**config.mk**
```make
export PLATFORM = sky130hd
export DESIGN_NAME = rat_io_responder
export DESIGN_NICKNAME = d
export VERILOG_FILES = /design/src/rtl/rat_io_responder.sv
export SDC_FILE = /design/constraint.sdc
export NUM_CORES = 1
export LEC_CHECK = 0
export BUFFER_PORTS_ARGS = -buffer_cell sky130_fd_sc_hd__buf_2
export CORE_UTILIZATION = 44
export DETAILED_ROUTE_END_ITERATION = 6
export MAX_ROUTING_LAYER = met4
export PLACE_DENSITY = 0.77
export SLEW_MARGIN = 20
export SYNTH_ARGS = -nofsm -noshare
export SYNTH_HDL_FRONTEND = slang
export SYNTH_SLANG_ARGS = --single-unit
```
**constraint.sdc**
```tcl
create_clock -name CLK -period 2.3 [get_ports CLK]
set_clock_uncertainty 0.2 [all_clocks]
set_input_delay 0.345 -clock CLK [delete_from_list [all_inputs] [get_ports CLK]]
set_output_delay 0.345 -clock CLK [all_outputs]
set_load 0.05 [all_outputs]
```
**src/rtl/rat_io_responder.sv**
```systemverilog
// RAT MCU port-bus responder: LED/7-seg/IRQ registers, switch and button
// inputs, debounced press interrupts. Build option: IO_READBACK_EN.
module rat_io_responder #(
  parameter int N_BTN           = 4,
  parameter int DEBOUNCE_CYCLES = 16
) (
  input  logic             CLK,
  input  logic             RESET,
  input  logic [7:0]       PORT_ID,
  input  logic [7:0]       OUT_PORT,
  input  logic             IO_STRB,
  input  logic [7:0]       SWITCHES,
  input  logic [N_BTN-1:0] BUTTONS,
  output logic [7:0]       IN_PORT,
  output logic             INTR,
  output logic [7:0]       LEDS,
  output logic [7:0]       SSEG_DATA,
  output logic [N_BTN-1:0] BTN_DB
);

  localparam int CW = (DEBOUNCE_CYCLES > 2) ? $clog2(DEBOUNCE_CYCLES) : 1;
  localparam logic [CW-1:0] CNT_MAX = CW'(DEBOUNCE_CYCLES - 1);

  localparam logic [7:0] ID_LEDS = 8'h40;
  localparam logic [7:0] ID_SSEG = 8'h81;
  localparam logic [7:0] ID_ACK  = 8'h82;
  localparam logic [7:0] ID_MASK = 8'h83;
  localparam logic [7:0] ID_SW   = 8'h20;
  localparam logic [7:0] ID_BTN  = 8'h24;
  localparam logic [7:0] ID_PEND = 8'h25;
  localparam logic [7:0] ID_RMSK = 8'h26;

  logic [N_BTN-1:0] sync1;
  logic [N_BTN-1:0] sync2;
  logic [N_BTN-1:0] rise;
  logic [N_BTN-1:0] ack;
  logic [N_BTN-1:0] pending;
  logic [N_BTN-1:0] irq_mask;
  logic [CW-1:0]    cnt [N_BTN];

  logic wr_leds;
  logic wr_sseg;
  logic wr_ack;
  logic wr_mask;

  assign wr_leds = IO_STRB && (PORT_ID == ID_LEDS);
  assign wr_sseg = IO_STRB && (PORT_ID == ID_SSEG);
  assign wr_ack  = IO_STRB && (PORT_ID == ID_ACK);
  assign wr_mask = IO_STRB && (PORT_ID == ID_MASK);
  assign ack     = wr_ack ? OUT_PORT[N_BTN-1:0] : '0;

  always_ff @(posedge CLK) begin
    if (RESET) begin
      sync1 <= '0;
      sync2 <= '0;
    end else begin
      sync1 <= BUTTONS;
      sync2 <= sync1;
    end
  end

  // A press is accepted on the same edge the debounced level goes high.
  always_comb begin
    rise = '0;
    for (int i = 0; i < N_BTN; i++) begin
      rise[i] = ~BTN_DB[i] & sync2[i] & (cnt[i] == CNT_MAX);
    end
  end

  always_ff @(posedge CLK) begin
    if (RESET) begin
      BTN_DB <= '0;
      for (int i = 0; i < N_BTN; i++) cnt[i] <= '0;
    end else begin
      for (int i = 0; i < N_BTN; i++) begin
        if (sync2[i] == BTN_DB[i]) begin
          cnt[i] <= '0;
        end else if (cnt[i] == CNT_MAX) begin
          BTN_DB[i] <= sync2[i];
          cnt[i]    <= '0;
        end else begin
          cnt[i] <= cnt[i] + 1'b1;
        end
      end
    end
  end

  always_ff @(posedge CLK) begin
    if (RESET) begin
      LEDS      <= '0;
      SSEG_DATA <= '0;
      irq_mask  <= '0;
      pending   <= '0;
      INTR      <= 1'b0;
    end else begin
      if (wr_leds) LEDS <= OUT_PORT;
      if (wr_sseg) SSEG_DATA <= OUT_PORT;
      if (wr_mask) irq_mask <= OUT_PORT[N_BTN-1:0];
      pending <= (pending & ~ack) | rise;
      INTR    <= |(pending & irq_mask);
    end
  end

  always_comb begin
    IN_PORT = 8'h00;
    unique case (PORT_ID)
      ID_SW:   IN_PORT = SWITCHES;
      ID_BTN:  IN_PORT = 8'(BTN_DB);
      ID_PEND: IN_PORT = 8'(pending);
      ID_RMSK: IN_PORT = 8'(irq_mask);
`ifdef IO_READBACK_EN
      ID_LEDS: IN_PORT = LEDS;
      ID_SSEG: IN_PORT = SSEG_DATA;
`endif
      default: IN_PORT = 8'h00;
    endcase
  end

endmodule

```
Yosys cells after proc, flatten, opt, wreduce, memory -nomap -nowiden. Memory sizes are Yosys's and may differ from the RTL's. Index checks and enable logic that the tools add are counted.

Muxes and demuxes: 60. $mul: 0. Add/subtract/negate cells: 4. Shift-type cells: 0. Equal/unequal tests: 16. Bitwise gates (word level): 32. $lt $le $gt $ge: 0. Reductions and logical operators: 9. Divide/modulo/power cells: 0.

Operators with widths (count): $mux 4 (13); $mux 1 (46); $eq 8x6->1 const B (4); $pmux 8 s4 (1); $eq 8x8->1 const B (3); $add 4x1->4 const B (4); $eq 4x4->1 const B (4); $or 1x1->1 (12); $and 1x1->1 (8); $and 4x4->4 (2); $eq 8x7->1 const B (1); $not 1->1 (8); $reduce_and 2->1 (4); $eq 1x1->1 (4); $logic_and 1x1->1 (4); $not 4->4 (1); $or 4x4->4 (1); $reduce_or 4->1 (1).

Register bits: 37. Bits in writable memories: 16. Memories: 1. Memory bits (read-only): 0. Bits of input ports: 31. Bits in latches: 0.

Memory list: cnt (words 4, width 4, read ports 4, clocked after Yosys merged registers in 0, wr ports 4, line 39) `logic [CW-1:0] cnt [N_BTN];`.

Longest topological paths before layout. Gate-level depths: netlist of the first run.

Word-level depth: 7. Gate-level depth with buffers: 5. Depth with buffers taken out: 4.

Worst setup path after synthesis of the first run. Ideal clock, no wire load.

Path kind: input to output. Start: input PORT_ID[0]. End: output IN_PORT[0]. Arrival: 1.810 ns. Setup slack: -0.055 ns. Path buffers: 1. Data required time: 1.755 ns. Cell stages on the path: 4. Cells stage by stage: clkbuf_1 -> nor3_1 -> nand2_1 -> a21oi_1.

Word-level cells in the longest chain between the ends: 2. Elaborated cells on any way between the ends: 5. Classes of those cells: eq/ne (4); mux (1).

Ends and longest elaborated chain: start, declared (line 9) `input logic [7:0] PORT_ID,`; $eq 8x6->1 (line 106) `unique case (PORT_ID)`; $pmux 8 s4 * (line 106); end, declared (line 14) `output logic [7:0] IN_PORT,`.

Every way passes the cells marked *; elsewhere a longest branch is shown, timed or not.

Final worst setup path of the first run.
Start: register BTN_DB[3]. End: output IN_PORT[3].

Word-level cells in the longest chain between the ends: 1.

Ends and longest elaborated chain: start, declared (line 18) `output logic [N_BTN-1:0] BTN_DB`; start signal, assigned by index (line 79) `BTN_DB[i] <= sync2[i];`; $pmux 8 s4 (line 106).

Every way passes these cells.

==> results of run 1 <==
## synthesized netlist by cell type (all sizes together)
master   n
buf      1
nand3b   4
edfxtp  16
a22oi    2
o21ai    4
mux2     4
ha       8
inv      9
nor4b    1
a32o     4
nor3     5
mux2i   20
and3     9
nor2b   14
xnor2    4
and4b    1
a32oi    4
nand3    9
nor3b    1
clkbuf   7
a21oi    9
nand2   32
nor2    15
dfxtp   37
conb     1
xor2     4
nand4    6
or3      4
## cells in the final DEF, fill, tap and decap left out, types with 2 or more instances in the layout
| cell type | netlist | routed |
|---|---|---|
| buf_2 | 0 | 59 |
| dfxtp_1 | 37 | 37 |
| nand2_1 | 32 | 32 |
| mux2i_1 | 20 | 20 |
| edfxtp_1 | 16 | 16 |
| conb_1 | 1 | 16 |
| nor2_1 | 15 | 15 |
| nor2b_1 | 14 | 14 |
| nand3_1 | 9 | 9 |
| inv_1 | 9 | 9 |
| and3_1 | 9 | 9 |
| ha_1 | 8 | 8 |
| buf_4 | 1 | 6 |
| nor3_1 | 5 | 5 |
| nand4_1 | 5 | 5 |
| a21oi_1 | 9 | 5 |
| clkbuf_8 | 0 | 5 |
| mux2_2 | 4 | 4 |
| a32oi_1 | 4 | 4 |
| a21oi_2 | 0 | 4 |
| or3_1 | 4 | 4 |
| xor2_1 | 4 | 4 |
| a32o_1 | 4 | 4 |
| nand3b_1 | 4 | 4 |
| o21ai_0 | 4 | 4 |
| xnor2_1 | 4 | 4 |
| a22oi_1 | 2 | 2 |
## layout make-up
class	count	area share, %
Sequential cell	53	40.87
Tap cell	70	2.931
Clock buffer	6	3.141
Clock inverter	2	1.173
Timing Repair Buffer	65	11.39
Inverter	9	1.131
Multi-Input combinational cell	180	39.36
## cell families after synthesis
| kind of cell | after synthesis | synth area share, % |
|---|---|---|
| compound gates | 23 | 6.482 |
| flops | 53 | 51.02 |
| mux | 24 | 10.25 |
| xor+xnor | 8 | 2.927 |
| buf+inv | 17 | 2.823 |
| simple gates | 101 | 22.16 |
| other cells | 1 | 0.1567 |
| fa+ha+maj | 8 | 4.182 |
## power groups by stage
| stage | combinational [mW] | clock [mW] | sequential [mW] |
|---|---|---|---|
| after CTS | 0.118 | 0.703 | 0.994 |
| after global routing | 0.133 | 0.736 | 0.996 |
| after global placement | 0.114 | 0 | 1.01 |
| final | 0.118 | 0.686 | 0.994 |
| after detailed placement | 0.117 | 0 | 1.02 |
| after floorplan | 0.0662 | 0 | 1.01 |
## metal layers
| layer | part of all wire, % | track usage [%] |
|---|---|---|
| met2 | 48 | 29.40 |
| met4 | 1.5 | 7.407 |
| met5 | 0 | - |
| met3 | 3.3 | 3.704 |
| met1 | 47 | 18.95 |
## registers in the layout, summed over array words and instances, names as in the netlist
register / flops
cnt: 16
LEDS: 8
SSEG_DATA: 8
BTN_DB: 4
irq_mask: 4
pending: 4
sync1: 4
sync2: 4
INTR: 1
## path summary, 6_finish.rpt
kind / from / endpoint / slack, ns / cells after the start
max: BTN_DB[3] / IN_PORT[3] / 0.32 / 4
min: BUTTONS[1] / sync1[1] / 0.04 / 2
max reg2reg: cnt[1][0] / cnt[1][1] / 0.57 / 4
min reg2reg: sync1[1] / sync2[1] / 0.25 / 1
## critical path, stage by stage (launching register included)
cell and delay [ns]:
dfxtp_1 0.36, mux2_2 0.27, a32oi_1 0.21, a21oi_2 0.08, buf_2 0.21
==> flow_summary.yaml, run 1 <==
logic_synthesis:
  synth_top_cell_by_area: "dfxtp_1"
  netlist.area_leader.share_pct: 30.95
  synth.area.top_cells: "dfxtp_1, edfxtp_1, mux2i_1, nand2_1, ha_1"
  synth_area_um2: 2394
  synth_cells: 235
  ys_seq_area_share_pct: 51.02
  yosysUniqueCellTypes: 29
  yosys_warnings: 0
  avgSynthCellArea_um2: 10.19
  synth_seq_cells: 53
final_layout:
  antennaDiodeCount: 0
  drive_gt1_share_pct: 26.35
  nFillCells: 454
  regArea_um2: 1221
  fin_util_pct: 57.76
  multi_input_area_um2: 1176
  final-instance-count-excl-fill: 385
  syn_to_final_growth_pct: 24.83
  fin_area_um2: 2988
  fin_nets: 353
placed_design:
  dpl.hpwl_um: 3378
  io_buffers: 59
  dp_slack_ns: 0.3001
  post_dp_cell_area_um2: 2859
  gp_congestion: 0.8151
  dp.cells: 377
grt:
  grt_overflow_total: 0
  grt_start_max_net_pins: 33
  grt_pass1_vias: 1701
  grt_first_pass_wirelength_um: 7093
  antenna_found_initial: 0
  grtUsageTotal_pct: 17.07
floorplan:
  die_area_um2: 5739
  die_height_um: 75.76
  io_pins: 60
  rows: 26
  die_width_um: 75.76
  initial_core_util_pct: 46.27
  core_um2: 5172
pwr:
  p_seq_share_pct: 55.3
  power_density_nw_per_um2: 601.5
  p_leak_nw: 1.363
  power.net_switching_mw: 0.3771
  swShare_pct: 20.98
  peakVddDrop_mv: 0.4715
  p_int_mw: 1.420
  clockPowerShare_pct: 38.2
  p_comb_share_pct: 6.6
  p_total_mw: 1.797
sta:
  drv_slew: 0
  period_share_pct: 86.00
  fin_ws_ns: 0.3220
  hold_viol: 0
  timing.fmax_mhz: 505.6
  rsz0062_at_grt: "no"
  setup_tns_ns: 0
  holdWs_ns: 0.04344
  period_minus_slack_ns: 1.978
  finalSetupViolations: 0
clocking:
  post_cts_buffers: 0
  post_cts_resized: 0
  cts_tree: "built"
  ctsHoldBuffers: 0
  cts_buffers: 5
  htreeDepth: 2
  root_buffer: "clkbuf_8"
  cts_num_sinks: 53
  clkTransAtPathRegs_ns: 0.09
  insertion_delay_ns: 0.30
  cts.path.max_buffers: 2
worst_hold_path:
  hold_path_class: "input port to flop"
drt:
  vias: 1877
  wl_per_cell_um: 11.71
  postRouteAntennaNets: 0
  drc: 0
  wirelength_um: 4508
  drt_iter0_drc: 76
  dr.pass1.iters: 4
  routed_via_density: 4.875
run_status:
  status: "complete, no violations"
job:
  cap_violations: 0
setup_path:
  cp.required_ns: 1.75
  startpoint_type: "flop"
  criticalPathCategory: "flop to primary output"
  critPathMaxFanout: 4
  cp-end-kind: "primary output"
  critPathArrivalTime_ns: 1.43
Note: power is estimated with default switching activity, not from simulation.
==> run 2, diff against run 1 <==
--- a/config.mk
+++ b/config.mk
@@ -5,11 +5,12 @@
 export SDC_FILE = /design/constraint.sdc
 export NUM_CORES = 1
 export LEC_CHECK = 0
+export ABC_AREA = 1
 export BUFFER_PORTS_ARGS = -buffer_cell sky130_fd_sc_hd__buf_2
 export CORE_UTILIZATION = 44
 export DETAILED_ROUTE_END_ITERATION = 6
 export MAX_ROUTING_LAYER = met4
-export PLACE_DENSITY = 0.77
+export PLACE_DENSITY = 0.76
 export SLEW_MARGIN = 20
 export SYNTH_ARGS = -nofsm -noshare
 export SYNTH_HDL_FRONTEND = slang
==> flow_summary.yaml, run 2 <==
run_status:
  status: "complete, no violations"
final_layout:
  fin_util_pct: 55.67
  largest_reg_flops: 16
  reg_top3: "cnt x16, LEDS x8, SSEG_DATA x8"
  syn_to_final_growth_pct: 19.38
  regMostFlops: "cnt"
  fin_nets: 456
  drive_gt1_share_pct: 20.81
  final-instance-count-excl-fill: 490
  antennaDiodeCount: 0
  final_cell_mix: "nor2_1, buf_2, nand2_1"
  layout_commonest_cell: "nor2_1"
  nFillCells: 549
logic_synthesis:
  yosys_warnings: 0
  yosysUniqueCellTypes: 26
  yosysMostFrequentCell: "nor2_1"
  synth_flop_cell: "dfxtp_1"
  synth_seq_cells: 53
  synth_top_cell_by_area: "dfxtp_1"
  ys_seq_area_share_pct: 46.70
  synth_area_um2: 2615
  synth.area.top_cells: "dfxtp_1, edfxtp_1, nor2_1, nand2_1, inv_1"
  netlist.area_leader.share_pct: 28.33
  async_flop_share_pct: 0
  synth_cells: 340
  avgSynthCellArea_um2: 7.691
  synth_common_cells: "nor2_1, nand2_1, inv_1"
  synth_edf_count: 16
grt:
  grt_pass1_vias: 2150
  grt_overflow_total: 0
  grt_first_pass_wirelength_um: 9156
  antenna_found_initial: 0
  grtUsageTotal_pct: 19.09
  grt_start_max_net_pins: 21
sta:
  finalSetupViolations: 0
  setup_tns_ns: 0
  timing.fmax_mhz: 486.2
  period_share_pct: 89.42
  drv_slew: 0
  rsz0062_at_grt: "no"
  period_minus_slack_ns: 2.057
  fin_ws_ns: 0.2434
  hold_viol: 0
  holdWs_ns: 0.02674
setup_path:
  startpoint_type: "input port"
  criticalPathCategory: "input port to primary output"
  critPathArrivalTime_ns: 1.51
  cp-end-kind: "primary output"
  cp.required_ns: 1.75
  critPathMaxFanout: 5
floorplan:
  rows: 27
  io_pins: 60
  die_area_um2: 6255
  initial_core_util_pct: 46.63
  die_height_um: 79.09
  core_um2: 5608
  die_width_um: 79.09
pwr:
  swShare_pct: 24.99
  power.net_switching_mw: 0.4146
  peakVddDrop_mv: 0.3675
  p_int_mw: 1.244
  p_seq_share_pct: 59.9
  p_leak_nw: 1.489
  p_comb_share_pct: 8.4
  clockPowerShare_pct: 31.7
  power_density_nw_per_um2: 531.4
placed_design:
  dp_slack_ns: 0.2361
  dpl.hpwl_um: 4243
  io_buffers: 59
  dp.cells: 482
  gp_congestion: 0.8571
clocking:
  cts_buffers: 5
  post_cts_resized: 0
  root_buffer: "clkbuf_8"
  insertion_delay_ns: 0.31
  cts_num_sinks: 53
  cts.path.max_buffers: 2
  htreeDepth: 2
  post_cts_buffers: 0
  clkTransAtPathRegs_ns: 0.10
  cts_tree: "built"
  ctsHoldBuffers: 0
drt:
  drc: 0
  drt_iter0_drc: 105
  dr.pass1.iters: 4
  vias: 2309
  wl_per_cell_um: 11.08
  routed_via_density: 4.712
  postRouteAntennaNets: 0
  wirelength_um: 5430
worst_hold_path:
  hold_path_class: "input port to flop"
job:
  cap_violations: 0
==> run 2: worst max-delay path, stage by stage <==
cell     delay [ns]
buf_2          0.12
nor2_1         0.13
nand2_1        0.17
nor3_4         0.25
inv_1          0.13
nor2_1         0.10
buf_2          0.27
==> run 2: kinds of logic after synthesis <==
group / Yosys count / synth area share [%]
AO/OA/AOI/OAI: 16 / 3.206
adder cells (fa/ha/maj): 8 / 3.828
buffers and inverters: 59 / 9.282
flip-flops: 53 / 46.70
other: 1 / 0.1434
AND/OR/NAND/NOR: 203 / 36.84
==> run 2: path summary, 6_finish.rpt <==
path / start / endpoint / slack (ns) / cells after the start
worst max register to register: cnt[0][0] / cnt[0][2] / 0.66 / 6
worst max-delay path: PORT_ID[1] / IN_PORT[7] / 0.24 / 7
worst min-delay path: BUTTONS[0] / sync1[0] / 0.03 / 3
worst min register to register: sync1[0] / sync2[0] / 0.21 / 2
==> run 2: power groups by stage <==
stage / Sequential [mW] / Clock [mW] / Combinational (mW)
3_3_place_gp: 1.01 / 0 / 0.135
6_report: 0.994 / 0.526 / 0.139
5_1_grt: 0.998 / 0.575 / 0.158
3_5_place_dp: 1.02 / 0 / 0.138
4_1_cts: 0.994 / 0.544 / 0.139
2_1_floorplan: 1.01 / 0 / 0.0880
==> run 2: through the flow <==
step	cell area [µm²]	power, mW
2_1_floorplan	2671	1.103
3_3_place_gp	3034	1.150
3_5_place_dp	3034	1.154
4_1_cts	3122	1.677
5_1_grt	3122	1.731
6_report	3122	1.659
==> run 2: per-layer routing <==
layer | share of wire (%) | up-vias | wire length [µm] | global-route usage, %
li1 | - | 1219 | - | -
met1 | 47 | 1025 | 2562 | 24.15
met2 | 47 | 58 | 2551 | 31.55
met3 | 4.9 | 7 | 265 | 3.678
met4 | 0.92 | 0 | 50 | 4.545
met5 | 0 | - | 0 | -
==> run 2: final cells by class <==
| type | instances | area, µm² | share of cell area [%] |
|---|---|---|---|
| clock buffer | 6 | 72.57 | 2.325 |
| inverter | 52 | 197.7 | 6.333 |
| clock inverter | 2 | 15.01 | 0.4810 |
| timing repair buffer | 62 | 317.8 | 10.18 |
| multi-input combinational | 243 | 1207 | 38.68 |
| tap | 72 | 90.09 | 2.886 |
| sequential | 53 | 1221 | 39.12 |
